`src/rtl/sync_pfifo_if.sv`:
```
// Handshake bundle for the single-clock packet FIFO.
// The master is the producer/consumer side; the slave is the FIFO itself.
interface sync_pfifo_if #(
  parameter int W     = 8,
  parameter int ORDER = 4
);
  logic [W-1:0]   in;
  logic           put;
  logic           commit;
  logic           drop;
  logic           full;
  logic           afull;
  logic [ORDER:0] free;
  logic [W-1:0]   out;
  logic           last;
  logic           get;
  logic           empty;
  logic [ORDER:0] level;

  modport master (
    output in, put, commit, drop, get,
    input  full, afull, free, out, last, empty, level
  );

  modport slave (
    input  in, put, commit, drop, get,
    output full, afull, free, out, last, empty, level
  );
endinterface

```
`src/rtl/sync_pfifo.sv`:
```
// Single-clock packet FIFO. Words are written speculatively into an open
// packet that is either committed (made visible to the reader) or dropped.
// A small queue of last-word pointers marks packet ends for the reader.
module sync_pfifo #(
  parameter int W           = 8,
  parameter int ORDER       = 4,
  parameter int COUNT_ORDER = 2,
  parameter int AF          = 2
) (
  input  logic       clock,
  input  logic       reset,
  sync_pfifo_if.slave bus
);
  localparam int DEPTH = 1 << ORDER;
  localparam int PKTS  = 1 << COUNT_ORDER;
  localparam int PW    = ORDER + 1;
  localparam int CW    = COUNT_ORDER + 1;

  logic [W-1:0]           ram [DEPTH];
  logic [PW-1:0]          tail_q [PKTS];

  logic [PW-1:0]          wp, head, rp;
  logic [PW-1:0]          used, free_w, wp_next;
  logic [COUNT_ORDER-1:0] tq_wr, tq_rd;
  logic [CW-1:0]          tq_cnt;
  logic                   tq_full, full_w, empty_w;
  logic                   put_ok, commit_ok, get_ok, is_last, pop;
  logic [W-1:0]           out_q;
  logic                   last_q;

  // wp - rp counts open and committed words; both pointers carry an extra
  // wrap bit so full (difference == DEPTH) and empty (== 0) never alias.
  assign used    = wp - rp;
  assign free_w  = PW'(DEPTH) - used;
  assign tq_full = (tq_cnt == CW'(PKTS));
  assign full_w  = (used == PW'(DEPTH)) | tq_full;
  assign empty_w = (rp == head);

  assign put_ok    = bus.put & ~full_w;
  assign wp_next   = wp + PW'(put_ok);
  assign commit_ok = bus.commit & ~bus.drop & (wp_next != head) & ~tq_full;
  assign get_ok    = bus.get & ~empty_w;
  // The tail queue is never empty while a committed word is unread.
  assign is_last   = (rp == tail_q[tq_rd]);
  assign pop       = get_ok & is_last;

  assign bus.full  = full_w;
  assign bus.afull = free_w < PW'(AF);
  assign bus.free  = free_w;
  assign bus.empty = empty_w;
  assign bus.level = head - rp;
  assign bus.out   = out_q;
  assign bus.last  = last_q;

  // Data store: writer only touches uncommitted slots, so no reset needed.
  always_ff @(posedge clock) begin
    if (put_ok) ram[wp[ORDER-1:0]] <= bus.in;
  end

  // Packet-end pointer store; contents are only meaningful below tq_cnt.
  always_ff @(posedge clock) begin
    if (!reset && commit_ok) tail_q[tq_wr] <= wp_next - PW'(1);
  end

  // Pointers, tail-queue bookkeeping and the registered read port.
  always_ff @(posedge clock) begin
    if (reset) begin
      wp     <= '0;
      head   <= '0;
      rp     <= '0;
      tq_wr  <= '0;
      tq_rd  <= '0;
      tq_cnt <= '0;
      out_q  <= '0;
      last_q <= 1'b0;
    end else begin
      // drop rewinds to the committed pointer, discarding a same-cycle put too
      if (bus.drop) wp <= head;
      else          wp <= wp_next;

      if (commit_ok) begin
        head  <= wp_next;
        tq_wr <= tq_wr + 1'b1;
      end

      if (get_ok) begin
        out_q  <= ram[rp[ORDER-1:0]];
        last_q <= is_last;
        rp     <= rp + PW'(1);
      end

      if (pop) tq_rd <= tq_rd + 1'b1;

      tq_cnt <= tq_cnt + CW'(commit_ok) - CW'(pop);
    end
  end
endmodule
```
`src/flat_wrapper.sv`:
```
// flat-port wrapper written by rule: the top's interface ports become plain ports
module sync_pfifo_flat 
#(
  parameter int W           = 8,
  parameter int ORDER       = 4,
  parameter int COUNT_ORDER = 2,
  parameter int AF          = 2
)
  (clock, reset, bus_in, bus_put, bus_commit, bus_drop, bus_get, bus_full, bus_afull, bus_free, bus_out, bus_last, bus_empty, bus_level);
  sync_pfifo_if #(.W(W), .ORDER(ORDER)) bus_i ();
  input  logic clock;
  input  logic reset;
  input wire logic [$bits(bus_i.in)-1:0] bus_in;
  input wire logic [$bits(bus_i.put)-1:0] bus_put;
  input wire logic [$bits(bus_i.commit)-1:0] bus_commit;
  input wire logic [$bits(bus_i.drop)-1:0] bus_drop;
  input wire logic [$bits(bus_i.get)-1:0] bus_get;
  output wire logic [$bits(bus_i.full)-1:0] bus_full;
  output wire logic [$bits(bus_i.afull)-1:0] bus_afull;
  output wire logic [$bits(bus_i.free)-1:0] bus_free;
  output wire logic [$bits(bus_i.out)-1:0] bus_out;
  output wire logic [$bits(bus_i.last)-1:0] bus_last;
  output wire logic [$bits(bus_i.empty)-1:0] bus_empty;
  output wire logic [$bits(bus_i.level)-1:0] bus_level;
  assign bus_i.in = bus_in;
  assign bus_i.put = bus_put;
  assign bus_i.commit = bus_commit;
  assign bus_i.drop = bus_drop;
  assign bus_i.get = bus_get;
  assign bus_full = bus_i.full;
  assign bus_afull = bus_i.afull;
  assign bus_free = bus_i.free;
  assign bus_out = bus_i.out;
  assign bus_last = bus_i.last;
  assign bus_empty = bus_i.empty;
  assign bus_level = bus_i.level;
  sync_pfifo #(.W(W), .ORDER(ORDER), .COUNT_ORDER(COUNT_ORDER), .AF(AF)) u_core (.clock(clock), .reset(reset), .bus(bus_i));
endmodule
```
`config.mk`:
```
export PLATFORM = sky130hd
export DESIGN_NAME = sync_pfifo_flat
export DESIGN_NICKNAME = d
export VERILOG_FILES = /design/src/rtl/sync_pfifo_if.sv /design/src/rtl/sync_pfifo.sv /design/src/flat_wrapper.sv
export SDC_FILE = /design/constraint.sdc
export NUM_CORES = 1
export LEC_CHECK = 0
export ABC_AREA = 1
export ABC_CLOCK_PERIOD_IN_PS = 8200
export BUFFER_PORTS_ARGS = -buffer_cell sky130_fd_sc_hd__buf_2
export CAP_MARGIN = 30
export CORE_MARGIN = 2
export CORE_UTILIZATION = 40
export DETAILED_ROUTE_END_ITERATION = 16
export PLACE_DENSITY_LB_ADDON = 0.2
export RECOVER_POWER = 50
export REMOVE_ABC_BUFFERS = 1
export SYNTH_ARGS = -nofsm -noshare
export SYNTH_HDL_FRONTEND = slang
export SYNTH_SLANG_ARGS = --single-unit
```
`constraint.sdc`:
```
create_clock -name clock -period 8.2 [get_ports clock]
set_input_delay 0.82 -clock clock [delete_from_list [all_inputs] [get_ports clock]]
set_output_delay 0.82 -clock clock [all_outputs]
set_load 0.005 [all_outputs]
```
=== Word level (Yosys, flattened, before mapping) ===
Memory sizes are Yosys's and may differ from the RTL's. A register that Yosys moved wholly into a read port is not among the register bits.
Index checks and enable logic that the tools add are counted.

* Bits in latches: 0
* Bits in read-only memories: 0
* Bits in registers: 23
* Logic and storage cells: 45
* Bits in writable memories: 148
* Memories kept: 2

{| class="wikitable"
|+ Memories
! memory !! words !! width !! rd ports !! clocked after Yosys merged registers in !! write ports !! line !! RTL
|-
| u_core.ram || 16 || 8 || 1 || 1 || 1 || sync_pfifo.sv:19 || <nowiki>logic [W-1:0] ram [DEPTH];</nowiki>
|-
| u_core.tail_q || 4 || 5 || 1 || 1 || 1 || sync_pfifo.sv:20 || <nowiki>logic [PW-1:0] tail_q [PKTS];</nowiki>
|}

* $mul: 0
* Div/mod/pow operators: 0
* Reduce and logical (&&, ||, !) cells: 2
* $lt $le $gt $ge: 1
* Muxes and demuxes: 7
* Equality and inequality tests: 5
* $add $sub $neg: 10
* Shift-type cells: 0
* Bitwise gates (word level): 11

{| class="wikitable"
|+ Operators with widths
! operator !! number
|-
| equality test 5 bit || 2
|-
| subtractor 5 bit || 2
|-
| AND 1 bit || 6
|-
| adder 5 x 1 -> 5 bit || 1
|-
| adder 5 x 1 -> 5 bit, second input constant || 1
|-
| equality test 5 bit, second input constant || 1
|-
| < comparator 5 x 2 -> 1 bit, second input constant || 1
|-
| two-way mux 5 bit || 1
|-
| inequality test 5 bit || 1
|-
| subtractor 5 x 1 -> 5 bit, second input constant || 1
|-
| subtractor 5 bit, first input constant || 1
|-
| adder 2 x 1 -> 2 bit, second input constant || 2
|-
| two-way mux 1 bit || 4
|-
| two-way mux 2 bit || 2
|-
| NOT 1 bit || 4
|-
| adder 3 x 1 -> 3 bit || 1
|-
| equality test 3 bit, second input constant || 1
|-
| subtractor 3 x 1 -> 3 bit || 1
|-
| logical AND 1 bit || 1
|-
| logical NOT 1 bit || 1
|-
| bitwise OR 1 bit || 1
|}

=== Logic depth before layout (Yosys ltp) ===
Gate-level depths: netlist (run 1).

* Depth after elaboration: 12
* Depth in mapped cells: 27
* Depth with buffers taken out: 26

=== Least setup slack after synthesis (run 1) ===
OpenSTA, ideal clock, no wires.

* Path type: flip-flop to flip-flop
* From: register u_core.rp[1]
* To: register u_core.tq_cnt[1]
* Required time: 8.136 ns
* Data arrival time: 4.143 ns
* Clock period less this slack: 4.207 ns
* Path slack: 3.993 ns
* Stages on the path, launching flop included: 23
* Library setup time: 0.064 ns
* Path buffers: 1
* Path through: dfxtp_1 -> inv_1 -> clkbuf_1 -> ha_1 -> nand2_1 -> o21ai_0 -> xor2_1 -> nor3b_1 -> ha_1 -> or2_2 -> nor2_1 -> ha_1 -> ha_1 -> xor2_1 -> nor2_1 -> nand2_1 -> nor2_1 -> nand3_1 -> and2_1 -> ha_1 -> inv_1 -> fa_1 -> nor2_1

* Word-level cells in the longest chain between the ends: 11
* Elaborated cells on any way between the ends: 16

{| class="wikitable"
|+ Ends and longest elaborated chain
! what !! line !! RTL
|-
| start, declared || sync_pfifo.sv:22 || <nowiki>logic [PW-1:0] wp, head, rp;</nowiki>
|-
| start signal, assigned || sync_pfifo.sv:89 || <nowiki>rp <= rp + PW'(1);</nowiki>
|-
| subtractor 5 bit || sync_pfifo.sv:33 || <nowiki>assign used = wp - rp;</nowiki>
|-
| equality test 5 bit || sync_pfifo.sv:36 || <nowiki>assign full_w = (used == PW'(DEPTH)) | tq_full;</nowiki>
|-
| bitwise OR 1 bit || sync_pfifo.sv:36 ||
|-
| via bus_full || flat_wrapper.sv:18 || <nowiki>output wire logic [$bits(bus_i.full)-1:0] bus_full;</nowiki>
|-
| NOT 1 bit || sync_pfifo.sv:39 || <nowiki>assign put_ok = bus.put & ~full_w;</nowiki>
|-
| AND 1 bit || sync_pfifo.sv:39 ||
|-
| adder 5 x 1 -> 5 bit || sync_pfifo.sv:40 || <nowiki>assign wp_next = wp + PW'(put_ok);</nowiki>
|-
| via u_core.wp_next[1] || sync_pfifo.sv:23 || <nowiki>logic [PW-1:0] used, free_w, wp_next;</nowiki>
|-
| inequality test 5 bit || sync_pfifo.sv:41 || <nowiki>assign commit_ok = bus.commit & ~bus.drop & (wp_next != head) & ~tq_full;</nowiki>
|-
| AND 1 bit (2 in a row) || sync_pfifo.sv:41 ||
|-
| adder 3 x 1 -> 3 bit || sync_pfifo.sv:94 || <nowiki>tq_cnt <= tq_cnt + CW'(commit_ok) - CW'(pop);</nowiki>
|-
| subtractor 3 x 1 -> 3 bit || sync_pfifo.sv:94 ||
|-
| end signal, assigned || sync_pfifo.sv:94 ||
|-
| end, declared || sync_pfifo.sv:25 || <nowiki>logic [CW-1:0] tq_cnt;</nowiki>
|}

The timed path passes the listed nets, and every way through them passes these cells.
A chain may end at the register's enable or synchronous reset.

=== Final worst setup path (run 1) ===
* From: register u_core.rp[0]
* To: register u_core.tq_cnt[2]

* Elaborated cells on any way between the ends: 16

{| class="wikitable"
|+ RTL lines
! what !! line !! RTL
|-
| equality test 5 bit || sync_pfifo.sv:37 || <nowiki>assign empty_w = (rp == head);</nowiki>
|-
| NOT 1 bit || sync_pfifo.sv:42 || <nowiki>assign get_ok = bus.get & ~empty_w;</nowiki>
|-
| AND 1 bit || sync_pfifo.sv:42 ||
|-
| AND 1 bit (*) || sync_pfifo.sv:45 || <nowiki>assign pop = get_ok & is_last;</nowiki>
|-
| via u_core.pop || sync_pfifo.sv:27 || <nowiki>logic put_ok, commit_ok, get_ok, is_last, pop;</nowiki>
|-
| subtractor 3 x 1 -> 3 bit (*) || sync_pfifo.sv:94 ||
|}

Mark *: on every way through the listed nets, which the timed path passes. The rest lies on a longest branch.

==> results of run 1 <==
-- power groups by stage --
stage / Clock (uW) / Sequential, uW / Combinational [uW]
global placement: 0 / 1100 / 545
CTS: 832 / 1080 / 554
floorplan: 0 / 1110 / 319
detailed placement: 0 / 1100 / 552
global route: 873 / 1080 / 610
finish: 823 / 1080 / 541
-- stage by stage --
step	cell area, um2	std cells	hold WS, ps	setup slack (ps)	utilization
finish	8798	1040	466.0	2064	0.4551
CTS	8850	1040	466.5	3004	0.4577
floorplan	7716	704	454.7	3051	-
detailed placement	8254	1008	456.1	3048	0.4269
global placement	8254	1008	451.2	3374	0.4269
global route	8798	1040	524.1	1332	0.4551
-- routing by layer --
metal | part of all wire | global-route usage | vias to the layer above | wire [um]
li1 | - | - | 2609 | -
met1 | 0.46 | 0.2601 | 2644 | 8659
met2 | 0.47 | 0.3088 | 143 | 8899
met3 | 0.053 | 0.04636 | 22 | 1006
met4 | 0.014 | 0.04850 | 0 | 259
met5 | 0 | 0 | - | 0
-- worst min path at each step --
stage / startpoint / end / slack (ps) / cells past startpoint
2_1_floorplan: u_core.bus.last / u_core.bus.last / 450 / 2
3_3_place_gp: u_core.bus.last / u_core.bus.last / 450 / 2
3_5_place_dp: u_core.bus.last / u_core.bus.last / 460 / 2
4_1_cts: u_core.bus.last / u_core.bus.last / 470 / 2
5_1_grt: u_core.bus.last / u_core.bus.last / 520 / 2
6_report: u_core.bus.last / u_core.bus.last / 470 / 2
-- critical path, delay by kind of cell, from the launching register on --
kind                       cells  cell delay (ps)
AOI/OAI and AO/OA              2              240
and+or+nand+nor                7             1170
adders and majority gates      4             1220
DFF                            1              340
buffers and inverters          6             3100
-- logic make-up after synthesis --
kind of cell,Yosys count
xor+xnor,18
flops,181
buf+inv,76
fa+ha+maj,23
compound gates,153
simple gates,283
-- flip-flops by register name, indices dropped and copies added, names as in the netlist, named ones only --
| name | cells |
|---|---|
| u_core.bus.last | 1 |
| u_core.bus.out | 8 |
| u_core.head | 5 |
| u_core.ram | 128 |
| u_core.rp | 5 |
| u_core.tail_q | 20 |
| u_core.tq_cnt | 3 |
| u_core.tq_rd | 2 |
| u_core.tq_wr | 2 |
| u_core.wp | 5 |
-- cell type report --
type                            count  area (um2)
Fill cell                        1773       10540
Clock inverter                     13       162.7
Timing Repair Buffer               39       173.9
Tap cell                          265       331.6
Sequential cell                   181        5105
Inverter                           46       173.9
Clock buffer                       19       432.9
Multi-Input combinational cell    477        2419
-- cells in the final DEF (no fill, tap or decap), types with 2 or more instances in the layout --
cell	count
edfxtp_1	148
nor2_1	131
nand2_1	103
o21ai_0	94
inv_1	43
nand3_1	35
dfxtp_1	33
a21oi_1	25
o22ai_1	24
clkbuf_1	23
ha_1	20
clkbuf_16	17
buf_2	16
xor2_1	12
xnor2_1	6
inv_6	5
o21ai_1	4
a31oi_1	4
nor3_1	3
nand4_1	3
fa_1	3
inv_8	3
inv_2	2
nand2_2	2
o211ai_1	2
bufinv_16	2
buf_4	2
==> metrics.md, run 1 <==
| Metric | Value |
|---|---|
| H-tree depth | 4 |
| Startpoint Class | flip-flop |
| CTS tree | done |
| Worst Clk Skew | roughly 10 ps |
| Vias in the first global route | 5243 |
| Synth Area in Compound Gates | 0.1026 |
| Worst r2r path cells | 19 |
| Syn-to-layout area delta | 12.03% |
| Worst r2r src | u_core.rp[0] |
| Yosys cell types | 33 |
| Top cell type's share of synthesized area | 0.5659 |
| RSZ-0062 raised after global routing | false |
| Worst Path Required | 8550 ps |
| Fin nets | 799 |
| Critical Path AT | about 6500 ps |
| Final Total Pwr | 2442 uW |
| Initial Util | 0.4062 |
| Reg2Reg Setup Slack | 2060 ps |
| EDFF count, synth | 148 |
| Post-synth top flop | edfxtp_1 |
| Critical path endpoint category | flip-flop |
| Peak VDD IR | between 150 and 200 uV |
| Logic pwr share | 0.221 |
| Dominant cells by area after synthesis | edfxtp_1 57%, dfxtp_1 8.4%, nor2_1 6.3% |
| Net Sw Power | about 750 uW |
| Static leakage | 0.003200 uW |
| Largest family of logic cells by synthesized area | simple AND/OR/NAND/NOR gates |
| Post-Synth Adder-Cell Area | 0.03951 |
| GRT Residual Overflow | 0 |
| DRT iter0 DRCs | 460 |
| Post-synthesis sequential area ratio | 0.6500 |
| # diodes | 0 |
| Crit-path max cell delay | 2200 ps |
| Post-synthesis xor/xnor area fraction | 0.02007 |
| Switching part of the total power | 0.3071 |
| CTS clk-pin slew, worst paths | ~70 ps |
| Final TNS setup | 0 ps |
| Outcome | finished, violations left |
| Critical path endpoint | u_core.tq_cnt[2] |
| RR Endpoint | u_core.tq_cnt[2] |
| Synth cell count leaders | 148 x edfxtp_1, 131 x nor2_1, 100 x nand2_1 |
| DRT Pass-1 Iters | 5 |
| Drt total wl | 18830 um |
| FP Rows | 51 |
| Post-CTS Setup Bufs | 0 |
| Die Area | 0.02077 mm2 |
| Crit path kind | flip-flop to flip-flop |
| Cell mode on critical path | inv_1 |
| Vias per Instance | 5.210 |
| Seq pwr share | 0.442 |
| Share of layout cells above drive strength 1 | 0.06968 |
| Synthesized flop and latch total | 181 |
| Top cell type by total area after synthesis | edfxtp_1 |
| Pwr/cell area | about 280 mW/mm2 |
| Post-route minimum period | 6137 ps |
| Cell area after synthesis | 0.007854 mm2 |
| Port-buffer cells | 35 |
| Slew Limit Headroom | -1.074 |
| CP max FO | 69 |
| Largest net degree at the start of global routing | 70 |
| DRT antenna net count | 0 |
| Antenna violations before repair | 0 |
| Avg Cell Area, Syn | 10.70 um2 |
| Placeable Area | 0.01933 mm2 |
| CTS max path bufs | 2 |
| Gp weighted congestion | 0.8516 |
| Hold Path Class | flip-flop to flip-flop |
| GRT Total Usage | 0.1910 |
| Synthesized instance count | 734 |
| Die Ht | roughly 140 um |
| Critical Path Start | u_core.rp[0] |
| Simple-gate portion of the synthesized area | 0.1480 |
| Critical path cell sequence | clkbuf_1 > ha_1 > nand2_1 > nor2_1 > nand2_2 > nand2_1 > clkinvlp_2 > nand2_1 > nor2_4 > nand3_1 > inv_1 > ha_1 > inv_1 > ha_1 > inv_1 > fa_1 > inv_1 > o21ai_0 > a21oi_1 |
| Mux cell area share after synthesis | 0 |
| Post-DP HPWL | 12200 um |
| CTS resizes | 0 |
| Fmax achieved | roughly 160 MHz |
| Avg WL per Cell | ~18 um |
| Total CTS buffers | 17 |
| # setup viols final | 0 |
| Internal | around 1700 uW |
| Synth Warn # | 0 |
| Clk_lat worst skew | about 420 ps |
| Final slew viol count | 116 |
| Period utilization | 0.7484 |
| Number of remaining DRC errors | 0 |
| Clk root buf | clkbuf_16 |
| Final Hold Viols | 0 |
| Hold_buf cts | 0 |
| Vias | 5418 |
| First-pass GRT wire length | between 20000 and 30000 um |
| Async set-reset flop share out of synthesis | 0 |
| Slew @ Worst Pin | 3111 ps |
| Count leader, synth | edfxtp_1 |
| Max_cap viols | 2 |
| Clock Sinks | 181 |
| Power share of the clock group | 0.337 |
| CP max-delay cell | clkbuf_1 |
| Die Width | 144.1 um |
| I/O pins | 36 |
| Failing checks | capacitance limit, slew limit |
No activity file was read; power rests on OpenSTA's default activity.
==> run 2: changes to the inputs <==
--- a/config.mk
+++ b/config.mk
@@ -6,7 +6,7 @@
 export NUM_CORES = 1
 export LEC_CHECK = 0
 export ABC_AREA = 1
-export ABC_CLOCK_PERIOD_IN_PS = 8200
+export ABC_CLOCK_PERIOD_IN_PS = 5900
 export BUFFER_PORTS_ARGS = -buffer_cell sky130_fd_sc_hd__buf_2
 export CAP_MARGIN = 30
 export CORE_MARGIN = 2
==> constraint.sdc (replaced) <==
create_clock -name clock -period 5.9 [get_ports clock]
set_input_delay 0.59 -clock clock [delete_from_list [all_inputs] [get_ports clock]]
set_output_delay 0.59 -clock clock [all_outputs]
set_load 0.005 [all_outputs]
==> metrics.md, run 2 (same netlist as run 1, synthesis figures left out) <==
| Metric | Value |
|---|---|
| Commonest cells after routing, fill and taps aside | 148 x edfxtp_1, 131 x nor2_1, 103 x nand2_1 |
| Pwr/cell area | 385.7 mW/mm2 |
| RSZ-0062 raised after global routing | false |
| Clock Sinks | 181 |
| Largest net degree at the start of global routing | 70 |
| Placeable Area | 0.01933 mm2 |
| Avg WL per Cell | 17.91 um |
| CTS resizes | 0 |
| CTS clk-pin slew, worst paths | 70 ps |
| Static leakage | 0.003207 uW |
| H-tree depth | 4 |
| DRT antenna net count | 0 |
| Largest register FFs | 128 |
| First-pass GRT wire length | 28620 um |
| Hold_buf cts | 0 |
| Peak VDD IR | ~210 uV |
| Die Ht | 144.1 um |
| Final Hold Viols | 0 |
| GRT Total Usage | 0.1884 |
| FP Rows | 51 |
| I/O pins | 36 |
| Slew Limit Headroom | 0.3507 |
| Vias in the first global route | around 5200 |
| Outcome | finished, final reports clean |
| Antenna violations before repair | 0 |
| Fin nets | roughly 800 |
| Clk_lat worst skew | 440 ps |
| Total CTS buffers | 17 |
| Drt total wl | around 19000 um |
| Setup WS pre-CTS | between 600 and 700 ps |
| Die Area | 0.02077 mm2 |
| Cell mode on critical path | nand2_1 |
| Port-buffer cells | 35 |
| Commonest non-fill, non-tap cell in the layout | edfxtp_1 |
| # setup viols final | 0 |
| # diodes | 0 |
| Fmax achieved | around 180 MHz |
| DRT iter0 DRCs | 376 |
| Startpoint Class | flip-flop |
| Gp weighted congestion | 0.8640 |
| Post-CTS Setup Bufs | 0 |
| Worst Path Required | 6260 ps |
| Hold Path Class | input port to flip-flop |
| CTS tree | done |
| Slew @ Worst Pin | 970.4 ps |
| CP max-delay cell | dfxtp_1 |
| Clk root buf | clkbuf_16 |
| Share of layout cells above drive strength 1 | 0.07226 |
| Syn-to-layout area delta | 12.39% |
| Final TNS setup | 0 ps |
| Post-DP HPWL | 12220 um |
| Post-route minimum period | approximately 5400 ps |
| Final slew viol count | 0 |
| Worst Clk Skew | 9.848 ps |
| Critical path endpoint category | flip-flop |
| Final worst-path setup slack | around 460 ps |
| DRT Pass-1 Iters | 7 |
| Crit path kind | flip-flop to flip-flop |
| Critical Path AT | 5800 ps |
| Max_cap viols | 0 |
| Number of remaining DRC errors | 0 |
| Initial Util | 0.4062 |
| Vias | 5360 |
| Die Width | 144.1 um |
| CP max FO | 14 |
| Final Total Pwr | roughly 3400 uW |
| GRT Residual Overflow | 0 |
| Vias per Instance | 5.154 |
| Period utilization | 0.9223 |
| Crit-path max cell delay | 600 ps |
| CTS max path bufs | 2 |
run 2: changes by cell type in the layout (fill, tap and decap cells not counted), moves of 2 or more:
cell / before / now
buf_4: 2 / 4
clkinv_8: 1 / 3
buf_2: 16 / 14
inv_6: 5 / 2
clkinv_4: 0 / 2
clkbuf_1: 23 / 21
run 2: where the power goes:
| part | internal (uW) | total (uW) | switching (uW) |
|---|---|---|---|
| clock network | 644 | 1160 | 519 |
| logic | 244 | 738 | 493 |
| registers | 1460 | 1500 | 43.8 |
run 2: final timing paths:
path	startpoint	end	slack, ps	depth (start not counted)
min reg2reg	u_core.bus.last	u_core.bus.last	470	2
max	u_core.rp[2]	u_core.tq_cnt[2]	460	26
min	reset	u_core.tq_cnt[1]	420	2
max reg2reg	u_core.rp[2]	u_core.tq_cnt[2]	460	26
run 2: critical path, delay by kind of cell, from the launching register on:
kind	cells	cell delay (ps)
DFF	1	600
adders and majority gates	6	1740
buffers and inverters	4	590
AOI/OAI and AO/OA	3	480
xor gates and xnor gates	1	280
and+or+nand+nor	12	1670
run 2: layout make-up:
type	count	area (um2)
Inverter	46	173.9
Fill cell	1797	10510
Multi-Input combinational cell	477	2419
Clock buffer	17	425.4
Sequential cell	181	5105
Tap cell	265	331.6
Clock inverter	15	193.9
Timing Repair Buffer	39	178.9
run 2: metrics by stage:
step	util	hold WS (ps)	instances	instance area (um2)
floorplan	-	454.7	704	7716
global placement	0.4269	460.3	1008	8254
detailed placement	0.4269	467.3	1008	8254
CTS	0.4589	412.4	1040	8874
global route	0.4565	419.1	1040	8827
finish	0.4565	419.6	1040	8827
run 2: metal layers:
metal | GRT usage | part of all wire
met4 | 0.07585 | 0.021
met3 | 0.03675 | 0.053
met2 | 0.3188 | 0.48
met5 | 0 | 0
met1 | 0.2383 | 0.44
==> run 3: changes to the inputs <==
--- a/config.mk
+++ b/config.mk
@@ -11,10 +11,12 @@
 export CAP_MARGIN = 30
 export CORE_MARGIN = 2
 export CORE_UTILIZATION = 40
+export CTS_BUF_LIST = sky130_fd_sc_hd__clkbuf_8
 export DETAILED_ROUTE_END_ITERATION = 16
 export PLACE_DENSITY_LB_ADDON = 0.2
 export RECOVER_POWER = 50
 export REMOVE_ABC_BUFFERS = 1
+export SLEW_MARGIN = 20
 export SYNTH_ARGS = -nofsm -noshare
 export SYNTH_HDL_FRONTEND = slang
 export SYNTH_SLANG_ARGS = --single-unit
==> metrics.md, run 3 (same netlist as run 1, synthesis figures left out) <==
| Metric | Value |
|---|---|
| Outcome | finished, final reports clean |
| Final TNS setup | 0 ps |
| Peak VDD IR | 261.4 uV |
| Worst r2r path cells | 26 |
| Largest net degree at the start of global routing | 70 |
| CP max FO | 14 |
| Post-layout util | 0.4466 |
| Port-buffer cells | 35 |
| DRT Pass-1 Iters | 5 |
| DRT antenna net count | 0 |
| Initial Util | 0.4062 |
| Vias in the first global route | 5115 |
| Cell mode on critical path | nand2_1 |
| Final slew viol count | 0 |
| Worst r2r src | u_core.rp[2] |
| Period utilization | 0.9171 |
| Gp weighted congestion | 0.8640 |
| Worst Hold Launch | reset |
| Max_cap viols | 0 |
| Clock Sinks | roughly 180 |
| CP max-delay cell | dfxtp_1 |
| Vias | between 5000 and 6000 |
| Antenna violations before repair | 0 |
| Total CTS buffers | 17 |
| Syn-to-layout area delta | 9.957% |
| Share of layout cells above drive strength 1 | 0.07226 |
| Crit-path max cell delay | about 620 ps |
| Crit path kind | flip-flop to flip-flop |
| Post-route minimum period | 5411 ps |
| GRT Total Usage | 0.1864 |
| Fin nets | 799 |
| RR Endpoint | u_core.tq_cnt[2] |
| CTS max path bufs | 2 |
| DRT iter0 DRCs | 354 |
| Pwr/cell area | 361.7 mW/mm2 |
| Startpoint Class | flip-flop |
| FP Rows | 51 |
| CTS tree | done |
| RSZ-0062 raised after global routing | false |
| H-tree depth | 4 |
| Number of remaining DRC errors | 0 |
| Placed inst area | 0.008254 mm2 |
| Slew @ Worst Pin | 934.3 ps |
| Hold Path Sink | u_core.tq_cnt[1] |
| Clk_lat worst skew | 470 ps |
| Avg WL per Cell | around 18 um |
| Largest register FFs | 128 |
| Min-Delay Path Depth | 2 |
| # diodes | 0 |
| Post-CTS Setup Bufs | 0 |
| Critical path endpoint category | flip-flop |
| Commonest non-fill, non-tap cell in the layout | edfxtp_1 |
| Hold_buf cts | 0 |
| Drt total wl | between 15000 and 20000 um |
| Vias per Instance | 5.178 |
| GRT Residual Overflow | 0 |
| Critical Path AT | slightly below 6000 ps |
| Die Width | 144.1 um |
| I/O pins | 36 |
| # setup viols final | 0 |
| Die Area | 0.02077 mm2 |
| Post-DP HPWL | 12220 um |
| Die Ht | 144.1 um |
| Worst Path Required | 6300 ps |
| Placeable Area | 0.01933 mm2 |
| FILL cells | 1816 |
| Final Hold Viols | 0 |
| Static leakage | roughly 0.0031 uW |
| CTS resizes | 0 |
| Final Total Pwr | 3124 uW |
| CTS clk-pin slew, worst paths | 100 ps |
| First-pass GRT wire length | 28310 um |
| Fmax achieved | 184.8 MHz |
| Reg2Reg Setup Slack | 490 ps |
| Commonest cells after routing, fill and taps aside | 148 x edfxtp_1, 131 x nor2_1, 103 x nand2_1 |
| Fin area | ~0.0086 mm2 |
| Clk root buf | clkbuf_8 |
| Hold Path Class | input port to flip-flop |
| Slew Limit Headroom | 0.3748 |
| Worst Clk Skew | 13.58 ps |
run 3: cell counts in the layout (fill, tap and decap cells not counted):
Identical to the previous run, type by type.
run 3: worst max-delay path by stage:
stage | slack (ps) | start | cells past startpoint | to
4_1_cts | 610 | u_core.rp[2] | 24 | u_core.tq_cnt[2]
5_1_grt | 60 | u_core.rp[2] | 24 | u_core.tq_cnt[2]
3_3_place_gp | 1080 | u_core.rp[2] | 21 | u_core.tq_cnt[1]
2_1_floorplan | 750 | u_core.rp[0] | 19 | u_core.tq_cnt[1]
6_report | 490 | u_core.rp[2] | 26 | u_core.tq_cnt[2]
3_5_place_dp | 620 | u_core.rp[2] | 26 | u_core.tq_cnt[2]
run 3: metal layers:
layer  vias to the layer above  track usage  part of all wire
met5                         -            0                 0
met4                         0      0.07172             0.026
met3                        31      0.03940             0.043
met2                       148       0.3125              0.48
met1                      2595       0.2376              0.45
li1                       2611            -                 -
run 3: critical path, delay by kind of cell (launching register included):
kind,cells,cell delay [ps]
AO/OA/AOI/OAI,3,480
XOR/XNOR,1,280
adder cells (fa/ha/maj),6,1720
buffers and inverters,4,560
flip-flops,1,620
AND/OR/NAND/NOR,12,1680
run 3: per-stage QoR:
step | hold WS [ps] | std cells | setup WS (ps)
2_1_floorplan | 454.7 | 704 | 751.1
3_3_place_gp | 460.3 | 1008 | 1077
3_5_place_dp | 467.3 | 1008 | 619.8
4_1_cts | 356.4 | 1040 | 606.4
5_1_grt | 362.3 | 1040 | 57.87
6_report | 382.0 | 1040 | 489.2
run 3: cell type report:
cell class	instances	area (um2)	area share
clock buffer	17	234.0	0.02709
clock inverter	15	193.9	0.02246
timing repair buffer	39	178.9	0.02072
tap	265	331.6	0.03839
sequential	181	5105	0.5911
inverter	46	173.9	0.02014
multi-input combinational	477	2419	0.2801
run 3: report_power, final:
part	total, uW	switching, uW	leakage, uW	internal, uW
clock	882	486	0.000212	396
combinational	738	494	0.00130	244
sequential	1500	44.5	0.00161	1460
total	3120	1020	0.00312	2100
